[src/rtl/led_pattern_monitor.sv]
// led_pattern_monitor
//   Receive-side checker for the 8-bit LED flower-pattern bus. It hunts for
//   the sync word 0x42, verifies LOCK_CNT consecutive matching samples, then
//   flywheels through the 46-step frame. It reports lock status, the current
//   flower and step, and keeps a count of sequence errors.
// Ports:
//   clk        - clock, rising edge
//   rst        - asynchronous reset, active-low
//   en         - sample strobe; d is evaluated only when en=1
//   d[7:0]     - LED bus sample
//   clr_err    - synchronous clear of err_count (wins over an increment)
//   locked     - 1 while in LOCKED
//   pattern_id - flower (0..3) of the last accepted sample, 0 when unlocked
//   step       - frame index (0..45) of the last accepted sample, 0 when unlocked
//   frame_done - one-cycle pulse on a matching index-45 sample while LOCKED
//   err        - one-cycle pulse on each LOCKED mismatch
//   err_count  - saturating count of LOCKED mismatches
module led_pattern_monitor #(
    parameter int unsigned LOCK_CNT    = 4,
    parameter int unsigned UNLOCK_MISS = 3,
    parameter int unsigned ERR_W       = 16
) (
    input  logic             clk,
    input  logic             rst,
    input  logic             en,
    input  logic [7:0]       d,
    input  logic             clr_err,
    output logic             locked,
    output logic [1:0]       pattern_id,
    output logic [5:0]       step,
    output logic             frame_done,
    output logic             err,
    output logic [ERR_W-1:0] err_count
);

    typedef enum logic [1:0] {S_HUNT, S_VERIFY, S_LOCKED} state_t;

    localparam logic [7:0] SYNC_WORD = 8'h42;
    localparam logic [3:0] LC        = 4'(LOCK_CNT);
    localparam logic [3:0] UM        = 4'(UNLOCK_MISS);

    function automatic logic [7:0] f_frame(input logic [5:0] i);
        logic [7:0] v;
        case (i)
            6'd0:  v = 8'h00; 6'd1:  v = 8'h81; 6'd2:  v = 8'h42; 6'd3:  v = 8'h24;
            6'd4:  v = 8'h18; 6'd5:  v = 8'h00; 6'd6:  v = 8'h18; 6'd7:  v = 8'h3C;
            6'd8:  v = 8'h7E; 6'd9:  v = 8'hFF; 6'd10: v = 8'hE7; 6'd11: v = 8'hC3;
            6'd12: v = 8'h81; 6'd13: v = 8'h00; 6'd14: v = 8'h80; 6'd15: v = 8'hC0;
            6'd16: v = 8'hE0; 6'd17: v = 8'hF0; 6'd18: v = 8'hF8; 6'd19: v = 8'hFC;
            6'd20: v = 8'hFE; 6'd21: v = 8'hFF; 6'd22: v = 8'hFE; 6'd23: v = 8'hFC;
            6'd24: v = 8'hF8; 6'd25: v = 8'hF0; 6'd26: v = 8'hE0; 6'd27: v = 8'hC0;
            6'd28: v = 8'h80; 6'd29: v = 8'h00; 6'd30: v = 8'h01; 6'd31: v = 8'h03;
            6'd32: v = 8'h07; 6'd33: v = 8'h0F; 6'd34: v = 8'h1F; 6'd35: v = 8'h3F;
            6'd36: v = 8'h7F; 6'd37: v = 8'hFF; 6'd38: v = 8'h7F; 6'd39: v = 8'h3F;
            6'd40: v = 8'h1F; 6'd41: v = 8'h0F; 6'd42: v = 8'h07; 6'd43: v = 8'h03;
            6'd44: v = 8'h01; default: v = 8'h00;
        endcase
        return v;
    endfunction

    function automatic logic [1:0] f_pid(input logic [5:0] i);
        if (i <= 6'd5)       return 2'd0;
        else if (i <= 6'd13) return 2'd1;
        else if (i <= 6'd29) return 2'd2;
        else                 return 2'd3;
    endfunction

    state_t      r_state, w_state_nx;
    logic [5:0]  r_idx, w_idx_nx, w_idx_inc;
    logic [3:0]  r_match, w_match_nx;
    logic [3:0]  r_miss, w_miss_nx;
    logic [5:0]  r_step, w_step_nx;
    logic [1:0]  r_pid, w_pid_nx;
    logic        r_fd, w_fd_nx;
    logic        r_err, w_err_nx;
    logic        w_inc;
    logic        w_hit;
    logic [ERR_W-1:0] r_cnt;

    assign w_idx_inc = (r_idx == 6'd45) ? 6'd0 : r_idx + 6'd1;
    assign w_hit     = (d == f_frame(r_idx));

    always_ff @(posedge clk or negedge rst) begin
        if (!rst) r_state <= S_HUNT;
        else      r_state <= w_state_nx;
    end

    always_comb begin
        w_state_nx = r_state;
        w_idx_nx   = r_idx;
        w_match_nx = r_match;
        w_miss_nx  = r_miss;
        w_step_nx  = r_step;
        w_pid_nx   = r_pid;
        w_fd_nx    = 1'b0;
        w_err_nx   = 1'b0;
        w_inc      = 1'b0;
        if (en) begin
            case (r_state)
                S_HUNT, S_VERIFY: begin
                    if (r_state == S_VERIFY && w_hit) begin
                        w_idx_nx   = w_idx_inc;
                        w_match_nx = r_match + 4'd1;
                        if (r_match + 4'd1 >= LC) begin
                            w_state_nx = S_LOCKED;
                            w_miss_nx  = '0;
                            w_step_nx  = r_idx;
                            w_pid_nx   = f_pid(r_idx);
                        end
                    end else if (d == SYNC_WORD) begin
                        // A VERIFY mismatch falls back to HUNT and the same
                        // sample is taken as a fresh sync candidate.
                        w_idx_nx   = 6'd3;
                        w_match_nx = 4'd1;
                        w_state_nx = S_VERIFY;
                        if (LC <= 4'd1) begin
                            w_state_nx = S_LOCKED;
                            w_miss_nx  = '0;
                            w_step_nx  = 6'd2;
                            w_pid_nx   = 2'd0;
                        end
                    end else begin
                        w_state_nx = S_HUNT;
                        w_idx_nx   = '0;
                        w_match_nx = '0;
                    end
                end
                S_LOCKED: begin
                    // Flywheel: the pointer advances on every sample.
                    w_idx_nx  = w_idx_inc;
                    w_step_nx = r_idx;
                    w_pid_nx  = f_pid(r_idx);
                    if (w_hit) begin
                        w_miss_nx = '0;
                        w_fd_nx   = (r_idx == 6'd45);
                    end else begin
                        w_err_nx  = 1'b1;
                        w_inc     = 1'b1;
                        w_miss_nx = r_miss + 4'd1;
                        if (r_miss + 4'd1 >= UM) begin
                            w_state_nx = S_HUNT;
                            w_idx_nx   = '0;
                            w_match_nx = '0;
                            w_miss_nx  = '0;
                            w_step_nx  = '0;
                            w_pid_nx   = '0;
                        end
                    end
                end
                default: begin
                    w_state_nx = S_HUNT;
                    w_idx_nx   = '0;
                    w_match_nx = '0;
                    w_miss_nx  = '0;
                    w_step_nx  = '0;
                    w_pid_nx   = '0;
                end
            endcase
        end
    end

    always_ff @(posedge clk or negedge rst) begin
        if (!rst) begin
            r_idx   <= '0;
            r_match <= '0;
            r_miss  <= '0;
            r_step  <= '0;
            r_pid   <= '0;
            r_fd    <= 1'b0;
            r_err   <= 1'b0;
        end else begin
            r_idx   <= w_idx_nx;
            r_match <= w_match_nx;
            r_miss  <= w_miss_nx;
            r_step  <= w_step_nx;
            r_pid   <= w_pid_nx;
            r_fd    <= w_fd_nx;
            r_err   <= w_err_nx;
        end
    end

    always_ff @(posedge clk or negedge rst) begin
        if (!rst)                      r_cnt <= '0;
        else if (clr_err)              r_cnt <= '0;
        else if (w_inc && r_cnt != '1) r_cnt <= r_cnt + 1'b1;
    end

    assign locked     = (r_state == S_LOCKED);
    assign pattern_id = r_pid;
    assign step       = r_step;
    assign frame_done = r_fd;
    assign err        = r_err;
    assign err_count  = r_cnt;

endmodule

[config.mk]
export PLATFORM = sky130hd
export DESIGN_NAME = led_pattern_monitor
export DESIGN_NICKNAME = d
export VERILOG_FILES = /design/src/rtl/led_pattern_monitor.sv
export SDC_FILE = /design/constraint.sdc
export NUM_CORES = 1
export LEC_CHECK = 0
export ABC_AREA = 1
export CORE_MARGIN = 1
export CORE_UTILIZATION = 29
export CTS_BUF_LIST = sky130_fd_sc_hd__clkbuf_4 sky130_fd_sc_hd__clkbuf_8 sky130_fd_sc_hd__clkbuf_16
export DETAILED_ROUTE_END_ITERATION = 12
export REMOVE_ABC_BUFFERS = 1
export SLEW_MARGIN = 25
export SYNTH_ARGS = -nofsm -noshare
export SYNTH_HDL_FRONTEND = slang
export SYNTH_SLANG_ARGS = --single-unit
[constraint.sdc]
create_clock -name clk -period 5.3 [get_ports clk]
set_clock_uncertainty 0.1 [all_clocks]
set_input_delay 1.06 -clock clk [delete_from_list [all_inputs] [get_ports clk]]
set_output_delay 1.06 -clock clk [all_outputs]
set_load 0.02 [all_outputs]
# After elaboration in Yosys (flattened, before gate mapping)
# Memories as Yosys holds them, arrays and structs flattened.
# Index checks and enable logic that the tools add are counted.
[op_classes]
eq_ne = 11
order_cmp = 5
n_reduce_logical = 8
n_addsub = 4
n_mux = 43
[op_table]
columns = ["op", "n"]
rows = [
  ["2-to-1 mux 6 bit", 8],
  ["2-to-1 mux 16 bit", 2],
  ["2-to-1 mux 4 bit", 7],
  ["case mux 6 bit (2 select lines)", 2],
  ["2-to-1 mux 2 bit", 11],
  ["adder 16 x 1 -> 16 bit, second input constant", 1],
  ["inequality test 16 bit, second input constant", 1],
  ["case mux 4 bit (2 select lines)", 2],
  ["2-to-1 mux 1 bit", 9],
  ["adder 4 x 1 -> 4 bit, second input constant", 2],
  ["== test 8 x 7 -> 1 bit, second input constant", 1],
  ["== test 8 bit", 1],
  ["case mux 2 bit (2 select lines)", 2],
  ["adder 6 x 1 -> 6 bit, second input constant", 1],
  ["== test 6 bit, second input constant", 1],
  ["<= comparator 6 x 3 -> 1 bit, second input constant", 1],
  ["<= comparator 6 x 4 -> 1 bit, second input constant", 1],
  ["<= comparator 6 x 5 -> 1 bit, second input constant", 1],
  ["inequality test 2 bit, second input constant", 3],
  ["AND reduction 3 bit", 2],
  ["greater-or-equal comparator 4 x 2 -> 1 bit, second input constant", 1],
  ["greater-or-equal comparator 4 x 3 -> 1 bit, second input constant", 1],
  ["AND reduction 4 bit", 1],
  ["inequality test 3 bit, second input constant", 1],
  ["other kinds (7)", 8],
]
[totals]
mem_bits_ro = 512
wordCells = 81
out_inout_bits = 27
mem_count = 1
reg_bits = 42
[mem_list]
columns = ["memory", "depth", "word_bits", "rd", "rd_clocked_by_memory_dff", "write_ports", "line", "source"]
rows = [
  ["(name not given)", 64, 8, 1, 0, 0, "44", "case (i)"],
]

# Logic depth before layout (Yosys ltp)
# An unclocked memory read counts as a cell.
[depth]
depth_word = 8
ltp_mapped = 20
mapped_depth_nobuf = 19

# Worst setup path after synthesis
# No wires, ideal clock.
[synth_timing]
kind = "flip-flop to flip-flop"
from = "register r_idx[0]"
to = "register r_cnt[6], in the netlist err_count[6]"
arrival_time_ps = 2115
setup_slack_ps = 2968
setup_ps = 117
stages_incl_launch_ff = 20
required_time_ps = 5083
synth_period_minus_slack_ps = 2332
cell_sequence = "dfrtp_1 ha_1 inv_1 ha_1 inv_1 a21oi_1 nand2_1 nand2_1 nand2_1 nand2_1 nand3_1 nor2_1 nand2_1 nor2_2 nor3_4 nand2_4 nand2_2 buf_6 nand2_1 nand2_1"
[synth_via]
elab_chain_len = 7
[synth_rtl]
columns = ["element", "line", "source"]
rows = [
  ["start: declaration", "69", "logic [5:0] r_idx, w_idx_nx, w_idx_inc;"],
  ["start signal: assignment", "172", "r_idx <= w_idx_nx;"],
  ["memory read (64 x 8 bit)", "-", ""],
  ["== test 8 bit", "81", "assign w_hit = (d == f_frame(r_idx));"],
  ["2-to-1 mux 1 bit (3 in series)", "-", ""],
  ["named net w_err_nx", "75", "logic r_err, w_err_nx;"],
  ["logical AND 1 bit", "185", "else if (w_inc && r_cnt != '1) r_cnt <= r_cnt + 1'b1;"],
  ["nonzero test 2 bit (no line)", "-", ""],
  ["end signal: assignment", "185", ""],
  ["end: declaration", "78", "logic [ERR_W-1:0] r_cnt;"],
]
# The timed path passes the listed nets, and every way through them passes these cells.
# A chain may end at the register's enable or synchronous reset.

# Worst setup path in the final report
[layout_timing]
from = "register r_state[1]"
to = "output port locked"
[layout_via]
elab_chain_len = 1
[layout_rtl]
columns = ["element", "line", "source"]
rows = [
  ["start: declaration", "68", "state_t r_state, w_state_nx;"],
  ["start signal: assignment", "85", "else r_state <= w_state_nx;"],
  ["== test 2 bit", "188", "assign locked = (r_state == S_LOCKED);"],
  ["end: declaration", "28", "output logic locked,"],
]
# Every way passes these cells.

==> flow_summary.yaml <==
cts:
  clk_pin_slew_ps: 80
  root_buffer: "clkbuf_8"
  clock_sinks: 42
  clk_latency_ps: 300
  numCtsBuffers: 5
  postCtsSetupBuffers: 0
  hold_buffers: 0
  cts_resized: 0
  clk_path_buf_depth: 2
  htreeDepth: 2
  cts_tree: "yes"
finish:
  drive_gt1_share_pct: 6.85
  area_delta_synth_final_pct: 17.0
  diodes: 0
  fin_nets: 539
placement:
  portBuffers: 38
  dpl.hpwl_mm: 6.08
  preCtsSetupSlack_ps: 2090
  place_congestion: 0.907
setup_path:
  startpoint_type: "flip-flop"
  cp_cell_sequence: "inv_1, nor2_1, clkdlybuf4s50_1"
  worstSetupPathType: "reg -> out"
  startpoint: "r_state[1]$_DFFE_PN0P_"
  ff2ff_setup_slack_ps: 2310
  cpPeakStageDelay_ps: 670
  critPathArrivalTime_ps: 1840
  timing.rr.end: "err_count[12]$_DFFE_PN0P_"
  critical_path.slowest_cell: "clkdlybuf4s50_1"
  cp.required_ps: 4140
  r2r-start: "r_idx[0]$_DFFE_PN0P_"
  end_kind: "primary output"
  r2r_cells: 19
  crit_fanout: 6
logic_synthesis:
  synthArstFlopShare_pct: 100
  synth.largest_area_cell: "dfrtp_1"
  ys_seq_area_share_pct: 32.2
  yosys_warnings: 0
  synth_top_cell_area_share_pct: 32.2
  ys_top_cells_by_area: "dfrtp_1 (32%), nand2_1 (20%), nand3_1 (11%)"
  avgSynthCellArea_um2: 6.83
  syn-instance-count: 478
  syn-cell-area_um2: 3270
  ys.flop_type: "dfrtp_1"
  synth_seq_cells: 42
  synth_cell_types: 35
  synth_edf_count: 0
job:
  max_cap_violations: 0
min_path:
  hold_path.class: "reg -> reg"
  min_to: "step[0]$_DFFE_PN0P_"
  min-delay-start: "step[0]$_DFFE_PN0P_"
  hold_depth: 2
timing:
  finalSetupTns_ps: 0
  fin_crit_sh_pct: 56.7
  fmax_ghz: 0.333
  min_period_ps: 3000
  rsz0062_at_grt: "false"
  setup_violations: 0
  slew_viol_final: 0
  worst_pin_slew_ps: 680
  worst_slack_ps: 2300
  final_hold_viol_count: 0
  slew_headroom_pct: 54.6
floorplan:
  ios: 39
  die_w_um: 108
  start_util_pct: 30.0
  die_area_um2: 11700
  core_um2: 10900
  core.rowCount: 38
  die_h_um: 108
global_route:
  antenna_found_initial: 0
  grt_overflow_total: 0
  grt_pass1_vias: 2903
  grt_max_degree: 43
  grt_usage_pct: 14.5
  grt_pass1_wl_mm: 13.6
power_and_ir_drop:
  powerDensity_nw_per_um2: 296
  p_leak_uw: 0.00186
  total_power_uw: 1130
  vdd_drop_max_uv: 121
routing:
  viasPerCell: 4.83
  dr.pass1.iters: 4
  vias: 3142
  drc: 0
  wirelength_mm: 8.05
  drt_iter0_drc: 166
  ant_nets: 0
  drt-wirelength-per-cell_um: 12.4
outcome:
  outcome: "complete, no violations"
cell usage after synthesis (6+ instances only):
cell     instances
nor2_1          37
nor2_2           6
dfrtp_1         42
nand4_1          7
ha_1            16
o21ai_0         10
nand3_1         69
nor3_1           7
inv_1           32
nand2_1        177
a21oi_1          9
buf_6            8
xor2_1          13
how the worst max path moves through the flow:
stage | slack, ps | depth (start not counted) | end
6_report | 2300 | 3 | locked
5_1_grt | 2000 | 19 | err_count[6]$_DFFE_PN0P_
4_1_cts | 2270 | 3 | locked
3_5_place_dp | 2090 | 7 | err_count[9]$_DFFE_PN0P_
3_3_place_gp | 2150 | 7 | err_count[9]$_DFFE_PN0P_
2_1_floorplan | 2940 | 18 | err_count[10]$_DFFE_PN0P_
critical path, delay by kind of cell (launching register included):
family                 cells  cell delay [ps]
buffers and inverters      2              810
flip-flops                 1              440
AND/OR/NAND/NOR            1              300
cell type report:
| cell class | instances | area [µm²] |
|---|---|---|
| clock buffers | 6 | 82.6 |
| clock inverters | 1 | 30.0 |
| fillers | 1166 | 7060 |
| inverters | 37 | 141 |
| multi-input cells | 387 | 1970 |
| flip-flops and latches | 42 | 1050 |
| well taps | 140 | 175 |
| repair buffers | 38 | 378 |
metal layers:
layer	GRT usage [%]	wire length, µm
met2	24.6	3650
met5	0	0
met3	1.69	297
met1	19.1	3960
met4	4.50	136
cell families (layout without fill, tap and decap cells):
family	count (synthesis)	count (layout)	share of synthesized area, %
buffers and inverters	49	82	7.66
DFF	42	42	32.2
AOI/OAI and AO/OA	34	34	6.20
and+or+nand+nor	321	321	43.5
adders and majority gates	16	16	6.13
xor gates and xnor gates	16	16	4.29
state kept, by name, indices dropped and copies added (netlist names), 2 cells and up:
| name | cells |
|---|---|
| r_idx | 6 |
| pattern_id | 2 |
| r_match | 4 |
| r_miss | 4 |
| err_count | 16 |
| step | 6 |
| r_state | 2 |
report_power, final:
part           internal [µW]  switching (µW)  total (µW)
Clock                    151             110         261
Combinational            158             311         468
Sequential               351            49.8         401
cell usage in the layout (no fill, tap or decap), types with 4 or more instances in the layout:
master / netlist / layout
o21ai_2: 5 / 5
a21oi_1: 9 / 9
xor2_1: 13 / 13
nor3_1: 7 / 7
inv_1: 32 / 32
nand2_2: 4 / 4
o21ai_1: 5 / 5
nand2_1: 177 / 177
nand3_1: 69 / 69
nor4_1: 4 / 4
dfrtp_1: 42 / 42
ha_1: 16 / 16
nand4_1: 7 / 7
nor2_1: 37 / 37
clkbuf_8: 0 / 6
o21ai_0: 10 / 10
nor2_2: 6 / 6
clkdlybuf4s50_1: 0 / 37
stage by stage:
step	util, %	std cells	cell area (µm²)	hold WS (ps)
floorplan	-	466	3160	356
detailed placement	34.1	644	3710	373
finish	35.1	651	3820	392
global route	35.1	651	3820	428
CTS	35.1	651	3820	395
global placement	34.1	644	3710	369
Note: power is estimated with default switching activity, not from simulation.
